<file path="src/rtl/saph_float_capture_fifo.sv">
// saph_float_capture_fifo
//   Samples the incrementer's cur vector on each rising edge of its ready
//   output while armed for a programmed number of samples. Captured vectors
//   are buffered in a small first-word-fall-through FIFO and drained over a
//   valid/ack handshake.
//
//   Handshake: out_valid is high whenever the FIFO holds an entry; the head
//   is popped on a clock edge where out_valid and out_ack are both high.
//   out_ack while empty does nothing. out_data/out_stamp are zero when empty.
//
//   Optional build macro SAPH_CAPTURE_TIMESTAMP_EN adds a free-running cycle
//   counter, a per-entry stamp store and the out_stamp output.
module saph_float_capture_fifo #(
  parameter int LANES = 2,
  parameter int DEPTH = 4
) (
  input  logic                      clk,
  input  logic                      rst,
  input  logic                      arm,
  input  logic [7:0]                arm_count,
  input  logic                      in_ready,
  input  logic [LANES*32-1:0]       in_data,
  output logic                      busy,
  output logic                      done,
  output logic                      overflow,
  output logic                      out_valid,
  input  logic                      out_ack,
  output logic [LANES*32-1:0]       out_data,
`ifdef SAPH_CAPTURE_TIMESTAMP_EN
  output logic [31:0]               out_stamp,
`endif
  output logic [$clog2(DEPTH):0]    level
);

  localparam int W  = LANES * 32;
  localparam int AW = $clog2(DEPTH);
  localparam int PW = AW + 1;

  // Pointer MSB separates full from empty; pointers wrap modulo 2*DEPTH.
  logic [PW-1:0] wr_ptr_q, wr_ptr_d;
  logic [PW-1:0] rd_ptr_q, rd_ptr_d;
  logic [7:0]    remaining_q, remaining_d;
  logic          busy_q, busy_d;
  logic          done_q, done_d;
  logic          overflow_q, overflow_d;
  logic          ready_q, ready_d;

  logic [W-1:0]  mem_q [DEPTH];

  logic          full, empty;
  logic          cap_event, capture, push, pop, drop;
  logic [PW-1:0] ptr_xor;

  // Occupancy flags, handshake decode and capture decisions.
  always_comb begin
    ptr_xor   = wr_ptr_q ^ rd_ptr_q;
    full      = (ptr_xor == PW'(DEPTH));
    empty     = (wr_ptr_q == rd_ptr_q);
    cap_event = in_ready & ~ready_q;
    // An event coincident with arm is ignored; counting starts next cycle.
    capture   = cap_event & busy_q & ~arm;
    pop       = out_ack & ~empty;
    // A full FIFO still accepts a sample when the head leaves this cycle.
    push      = capture & (~full | pop);
    drop      = capture & ~push;
  end

  // Next-state for pointers, sample counter and status flags.
  always_comb begin
    wr_ptr_d    = wr_ptr_q;
    rd_ptr_d    = rd_ptr_q;
    remaining_d = remaining_q;
    busy_d      = busy_q;
    done_d      = 1'b0;
    overflow_d  = overflow_q;
    ready_d     = in_ready;

    if (push) wr_ptr_d = wr_ptr_q + PW'(1);
    if (pop)  rd_ptr_d = rd_ptr_q + PW'(1);

    if (arm) begin
      remaining_d = arm_count;
      busy_d      = (arm_count != 8'd0);
      overflow_d  = 1'b0;
    end else if (capture) begin
      remaining_d = remaining_q - 8'd1;
      if (drop) overflow_d = 1'b1;
      if (remaining_q == 8'd1) begin
        busy_d = 1'b0;
        done_d = 1'b1;
      end
    end
  end

  // Control state register with asynchronous active-low reset.
  always_ff @(posedge clk or negedge rst) begin
    if (!rst) begin
      wr_ptr_q    <= '0;
      rd_ptr_q    <= '0;
      remaining_q <= '0;
      busy_q      <= 1'b0;
      done_q      <= 1'b0;
      overflow_q  <= 1'b0;
      ready_q     <= 1'b0;
    end else begin
      wr_ptr_q    <= wr_ptr_d;
      rd_ptr_q    <= rd_ptr_d;
      remaining_q <= remaining_d;
      busy_q      <= busy_d;
      done_q      <= done_d;
      overflow_q  <= overflow_d;
      ready_q     <= ready_d;
    end
  end

  // FIFO storage is deliberately not reset.
  always_ff @(posedge clk) begin
    if (push) mem_q[wr_ptr_q[AW-1:0]] <= in_data;
  end

`ifdef SAPH_CAPTURE_TIMESTAMP_EN
  logic [31:0] cycle_q, cycle_d;
  logic [31:0] stamp_q [DEPTH];

  // Free-running cycle counter.
  always_comb begin
    cycle_d = cycle_q + 32'd1;
  end

  // Cycle counter register.
  always_ff @(posedge clk or negedge rst) begin
    if (!rst) cycle_q <= '0;
    else      cycle_q <= cycle_d;
  end

  // Stamp store written alongside the data entry.
  always_ff @(posedge clk) begin
    if (push) stamp_q[wr_ptr_q[AW-1:0]] <= cycle_q;
  end

  // Head stamp, zero when empty.
  always_comb begin
    out_stamp = empty ? 32'd0 : stamp_q[rd_ptr_q[AW-1:0]];
  end
`endif

  // Output drive: fall-through head, occupancy and status.
  always_comb begin
    out_data  = empty ? '0 : mem_q[rd_ptr_q[AW-1:0]];
    out_valid = ~empty;
    level     = wr_ptr_q - rd_ptr_q;
    busy      = busy_q;
    done      = done_q;
    overflow  = overflow_q;
  end

endmodule

</file>
<file path="config.mk">
export PLATFORM = sky130hd
export DESIGN_NAME = saph_float_capture_fifo
export DESIGN_NICKNAME = d
export VERILOG_FILES = /design/src/rtl/saph_float_capture_fifo.sv
export SDC_FILE = /design/constraint.sdc
export NUM_CORES = 1
export LEC_CHECK = 0
export BUFFER_PORTS_ARGS = -buffer_cell sky130_fd_sc_hd__buf_4
export CELL_PAD_IN_SITES_DETAIL_PLACEMENT = 1
export CELL_PAD_IN_SITES_GLOBAL_PLACEMENT = 2
export CORE_MARGIN = 2
export CORE_UTILIZATION = 44
export DETAILED_ROUTE_END_ITERATION = 6
export PLACE_DENSITY = 0.91
export SYNTH_ARGS = -nofsm -noshare
export SYNTH_HDL_FRONTEND = slang
export SYNTH_SLANG_ARGS = --single-unit
</file>
<file path="constraint.sdc">
create_clock -name clk -period 4.92 [get_ports clk]
set_clock_uncertainty 0.15 [all_clocks]
set_input_delay 0 -clock clk [delete_from_list [all_inputs] [get_ports clk]]
set_output_delay 0 -clock clk [all_outputs]
set_load 0.01 [all_outputs]
</file>
; Word-level counts from Yosys, hierarchy flattened
; Memory sizes are Yosys's and may differ from the RTL's.
; Cells that the tools add are included.
[word_totals]
memories = 1
register_bits = 18
out_inout_bits = 71
word_cells = 48
mem_bits_rw = 256
romBits = 0
latch_bits = 0
[classes]
n_mux = 14
n_addsub = 4
n_eq_ne = 3
multipliers = 0
div = 0
bitwise_logic = 13
reduce_logical = 6
magnitude_cmp = 0
shifts = 0
[mem_list]
columns = name, words, word_bits, read_ports, rd_clocked_by_memory_dff, write_ports, line_no
row1 = mem_q, 4, 64, 1, 0, 1, 48  ; logic [W-1:0] mem_q [DEPTH];
[op_table]
columns = op, count
row1 = 2-to-1 mux 64 bit, 1
row2 = 2-to-1 mux 8 bit, 2
row3 = 2-to-1 mux 1 bit, 11
row4 = == test 8 x 1 -> 1 bit (second input constant), 1
row5 = nonzero test 8 bit, 1
row6 = subtractor 8 x 1 -> 8 bit (second input constant), 1
row7 = adder 3 x 1 -> 3 bit (second input constant), 2
row8 = AND 1 bit, 6
row9 = nonzero test 2 bit, 3
row10 = NOT 1 bit, 5
row11 = AND reduction 2 bit, 2
row12 = == test 3 bit, 1
row13 = == test 3 bit (second input constant), 1
row14 = subtractor 3 bit, 1
row15 = XOR 3 bit, 1
row16 = bitwise OR 1 bit, 1

; Logic depth before layout (Yosys ltp)
[logic_depth]
word_depth = 10
depth_mapped = 9
ltp_nobuf = 5

; Least setup slack after synthesis
; No wires, ideal clock.
[synth_timing]
path_kind = reg-to-reg
startpoint = reg rd_ptr_q[1]
endpoint = mem mem_q[3][0] in the netlist's numbering (enable)
n_path_buf = 2
setup_time_ps = 459
arrival_time_ps = 3720
path_slack_ps = 591
stages_incl_launch_ff = 7
t_required_ps = 4311
period_less_slack_ps = 4329
cell_sequence = dfrtp_1 > buf_2 > buf_2 > inv_1 > ha_1 > and3b_1 > a2111oi_4
[synth_between]
elab_chain_len = 7
word_cells_on_any_way = 10
classes_between = 2 x eq/ne / 2 x mux / 6 x bitwise
[synth_lines]
columns = item, line_no
row1 = "start, declared", 41  ; logic [PW-1:0] rd_ptr_q, rd_ptr_d;
row2 = "start signal, assigned", 107  ; rd_ptr_q <= rd_ptr_d;
row3 = XOR 3 bit or == test 3 bit (tied branches), "56, 58"
row4 = == test 3 bit or NOT 1 bit (tied branches), "57, 62"
row5 = NOT 1 bit or AND 1 bit (tied branches), "64, 62"
row6 = bitwise OR 1 bit (*), 64  ; push = capture & (~full | pop);
row7 = AND 1 bit (*), 64
row8 = 2-to-1 mux 1 bit (*), 118  ; if (push) mem_q[wr_ptr_q[AW-1:0]] <= in_data;
row9 = 2-to-1 mux 1 bit (not written as such) (*), 118
row10 = "end, declared", 48
; Mark *: on every way between the ends. The rest lies on a longest branch, timed or not.

; Worst setup path in the final report
[layout_timing]
startpoint = reg rd_ptr_q[0]
endpoint = out out_data[48]
[layout_between]
elab_chain_len = 2
word_cells_on_any_way = 3
classes_between = 1 x eq/ne / 1 x mux / 1 x memory
[layout_lines]
columns = item, line_no
row1 = memory read (4 x 64 bit) or == test 3 bit (tied branches), -
row2 = 2-to-1 mux 64 bit (*), 149  ; out_data = empty ? '0 : mem_q[rd_ptr_q[AW-1:0]];
row3 = "end, declared", 28  ; output logic [LANES*32-1:0] out_data,
; Marks and branches as above.

==> flow_summary.json <==
{
  "drtIter0Drc": 520,
  "final_layout_size_suffix_gt1_share_pct": 34.4,
  "drt-total-wl_um": 26000,
  "setup_viol": 0,
  "gp_congestion": 0.758,
  "cts_buffer_depth": 3,
  "worst-r2r-cell-count": 4,
  "numCtsBuffers": 28,
  "grt_max_degree": 68,
  "peakVddDrop_mv": 0.333,
  "area_delta_synth_final_pct": 29.3,
  "syn_area_um2": 10800,
  "min_period_ns": 3.42,
  "worst_setup_path_start_kind": "register",
  "mostFrequentLayoutCell": "edfxtp_1",
  "syn_nets": 598,
  "crit_buf_inv": 2,
  "hold_start": "in_data[33]",
  "slowest_delay_ns": 0.70,
  "crit_top_cell": "buf_4",
  "die_h_um": 161,
  "status": "complete, no violations",
  "power.density_nw_per_um2": 552,
  "tightest_slew_ns": 1.00,
  "power_frac_seq_pct": 36.9,
  "reg2reg_to": "mem_q[2][33]$_DFFE_PP_",
  "finalCritPeriodShare_pct": 69.4,
  "synth_seq_area_share_pct": 75.4,
  "ant_nets": 0,
  "fill_cells": 2134,
  "r2r-start": "rd_ptr_q[0]$_DFFE_PN0P_",
  "worstPathMaxFanout": 33,
  "coreArea_um2": 24200,
  "async_flop_share_pct": 6.57,
  "synthFlopType": "edfxtp_1",
  "rsz0062_at_grt": "false",
  "cts-root-buf": "clkbuf_16",
  "r2r_slack_ns": 1.65,
  "top_level_ports": 148,
  "slew_headroom_pct": 33.2,
  "dr.pass1.iters": 4,
  "die-area_um2": 25800,
  "finalNonFillerCells": 1104,
  "path_clk_slew_ns": 0.07,
  "fin_tns_setup_ns": 0,
  "path_depth": 6,
  "yosysWarnings": 0,
  "hold_path.class": "in -> reg",
  "hold_end": "mem_q[0][33]$_DFFE_PP_",
  "syn_avg_cell_area_um2": 21.1,
  "slew_viol_final": 0,
  "worst_setup_path_end_kind": "output pin",
  "via_count": 5752,
  "htreeDepth": 1,
  "cts_tree": "built",
  "die_w_um": 161,
  "utilization_pct": 57.7,
  "required_ns": 4.77,
  "grt_pass1_vias": 6582,
  "arrival_ns": 3.27,
  "report.final.hold_viol_count": 0,
  "ys_ff_latch": 274,
  "clock-sinks": 274,
  "dpl.hpwl_um": 14500,
  "cp_cell_sequence": "ha_1, nand2_1, nor2_4, buf_4, nor2b_1, buf_4",
  "max_cap_violations": 0,
  "vias_per_cell": 5.21,
  "cts_setup_buffers": 0,
  "wl_per_cell_um": 23.6,
  "crit_family": "simple AND/OR/NAND/NOR gates",
  "synth_cell_types": 44,
  "overflow": 0,
  "antenna_found_initial": 1,
  "most-common-layout-cells": "256 x edfxtp_1, 151 x buf_4, 89 x dlygate4sd3_1",
  "clkPwrFrac_pct": 26.4,
  "synth_edf_count": 256,
  "syn_inst": 511,
  "fin_nets": 845,
  "drcViolationCount": 0,
  "cts_resized": 0,
  "cpMaxStageDelayCell": "nor2_4",
  "p_int_mw": 5.31,
  "fmax_mhz": 293,
  "p_comb_share_pct": 36.7,
  "whs_path_depth": 2,
  "critPathKind": "reg -> out",
  "insertion_delay_ns": 0.54,
  "grt_use_total_pct": 20.5,
  "p_switching_mw": 2.40,
  "dp_cells": 963,
  "port_buffers": 147,
  "grt_pass1_wl_um": 40000,
  "start_util_pct": 44.6,
  "rows": 57,
  "p_leak_nw": 4.91,
  "switching_share_pct": 31.2
}
-- power by group through the flow --
stage / Clock [mW] / Combinational [mW] / Sequential, mW
floorplan: 0 / 1.69 / 2.82
CTS: 2.04 / 2.87 / 2.85
global placement: 0 / 2.69 / 2.87
finish: 2.04 / 2.83 / 2.85
detailed placement: 0 / 2.77 / 2.89
global route: 2.14 / 3.06 / 2.87
-- synth_stat cells, types with 2 or more instances --
cell type | count | area share (%)
ha_1 | 9 | 1.0
o31ai_1 | 2 | 0.14
nor2b_1 | 66 | 3.8
inv_1 | 11 | 0.38
buf_2 | 6 | 0.28
nand2_1 | 4 | 0.14
buf_4 | 6 | 0.42
a31oi_1 | 5 | 0.29
and2_1 | 3 | 0.17
dfrtp_1 | 18 | 4.2
o21ai_0 | 3 | 0.14
nor3_1 | 4 | 0.19
mux4_2 | 64 | 13
mux2_2 | 2 | 0.21
edfxtp_1 | 256 | 71
buf_6 | 6 | 0.63
or4_1 | 2 | 0.14
and3b_1 | 2 | 0.16
xnor2_1 | 4 | 0.32
xor2_1 | 3 | 0.24
nor2_1 | 7 | 0.24
clkbuf_1 | 5 | 0.17
nor4_1 | 2 | 0.12
-- per-stage QoR --
stage | hold slack, ns | power, mW | instance area, µm² | worst slack [ns]
finish | 0.0460 | 7.71 | 14000 | 1.50
global route | 0.0545 | 8.07 | 14000 | 1.32
CTS | 0.0395 | 7.75 | 14000 | 1.45
detailed placement | -0.264 | 5.67 | 12200 | 1.57
global placement | -0.271 | 5.56 | 12200 | 1.79
floorplan | -0.446 | 4.51 | 10800 | 0.591
-- flip-flops by register name (all words and copies together), names as in the netlist --
name / cells
mem_q: 256
remaining_q: 8
rd_ptr_q: 3
wr_ptr_q: 3
busy: 1
done: 1
overflow: 1
ready_q: 1
-- worst max-delay path by stage --
stage | to | slack [ns] | start
after floorplan | mem_q[3][0]$_DFFE_PP_ | 0.59 | rd_ptr_q[1]$_DFFE_PN0P_
after global placement | mem_q[0][28]$_DFFE_PP_ | 1.79 | rd_ptr_q[0]$_DFFE_PN0P_
after detailed placement | mem_q[0][28]$_DFFE_PP_ | 1.57 | rd_ptr_q[0]$_DFFE_PN0P_
after CTS | out_data[48] | 1.45 | rd_ptr_q[0]$_DFFE_PN0P_
after global routing | out_data[40] | 1.32 | rd_ptr_q[0]$_DFFE_PN0P_
final | out_data[48] | 1.50 | rd_ptr_q[0]$_DFFE_PN0P_
-- layout make-up --
cell class              instances  area [µm²]  area share (%)
repair buffers                240        2020            14.5
diodes                          1        2.50          0.0179
well taps                     324         405            2.90
inverters                      11        41.3           0.296
multi-input cells             203        2460            17.7
clock inverters                20         161            1.16
clock buffers                  31         712            5.10
flip-flops and latches        274        8150            58.4
-- logic make-up after synthesis --
group / synth area share, %
fa+ha+maj: 1.23
buf+inv: 1.88
xor+xnor: 0.719
simple gates: 5.57
flops: 75.4
compound gates: 1.40
mux: 13.8
-- per-layer routing --
metal | GRT usage (%) | wire [µm] | vias up
met1 | 27.3 | 10800 | 2942
met5 | 0 | 0 | -
met3 | 3.62 | 1560 | 53
met2 | 34.8 | 13000 | 214
met4 | 6.35 | 734 | 0
li1 | - | - | 2543
-- repair_timing --
item | in CTS | in global routing
hold endpoints to repair | 291 | 0
hold buffers | 89 | 0
endpoints found under the setup margin | 0 | 0
Power figures use the tool's default switching activity.
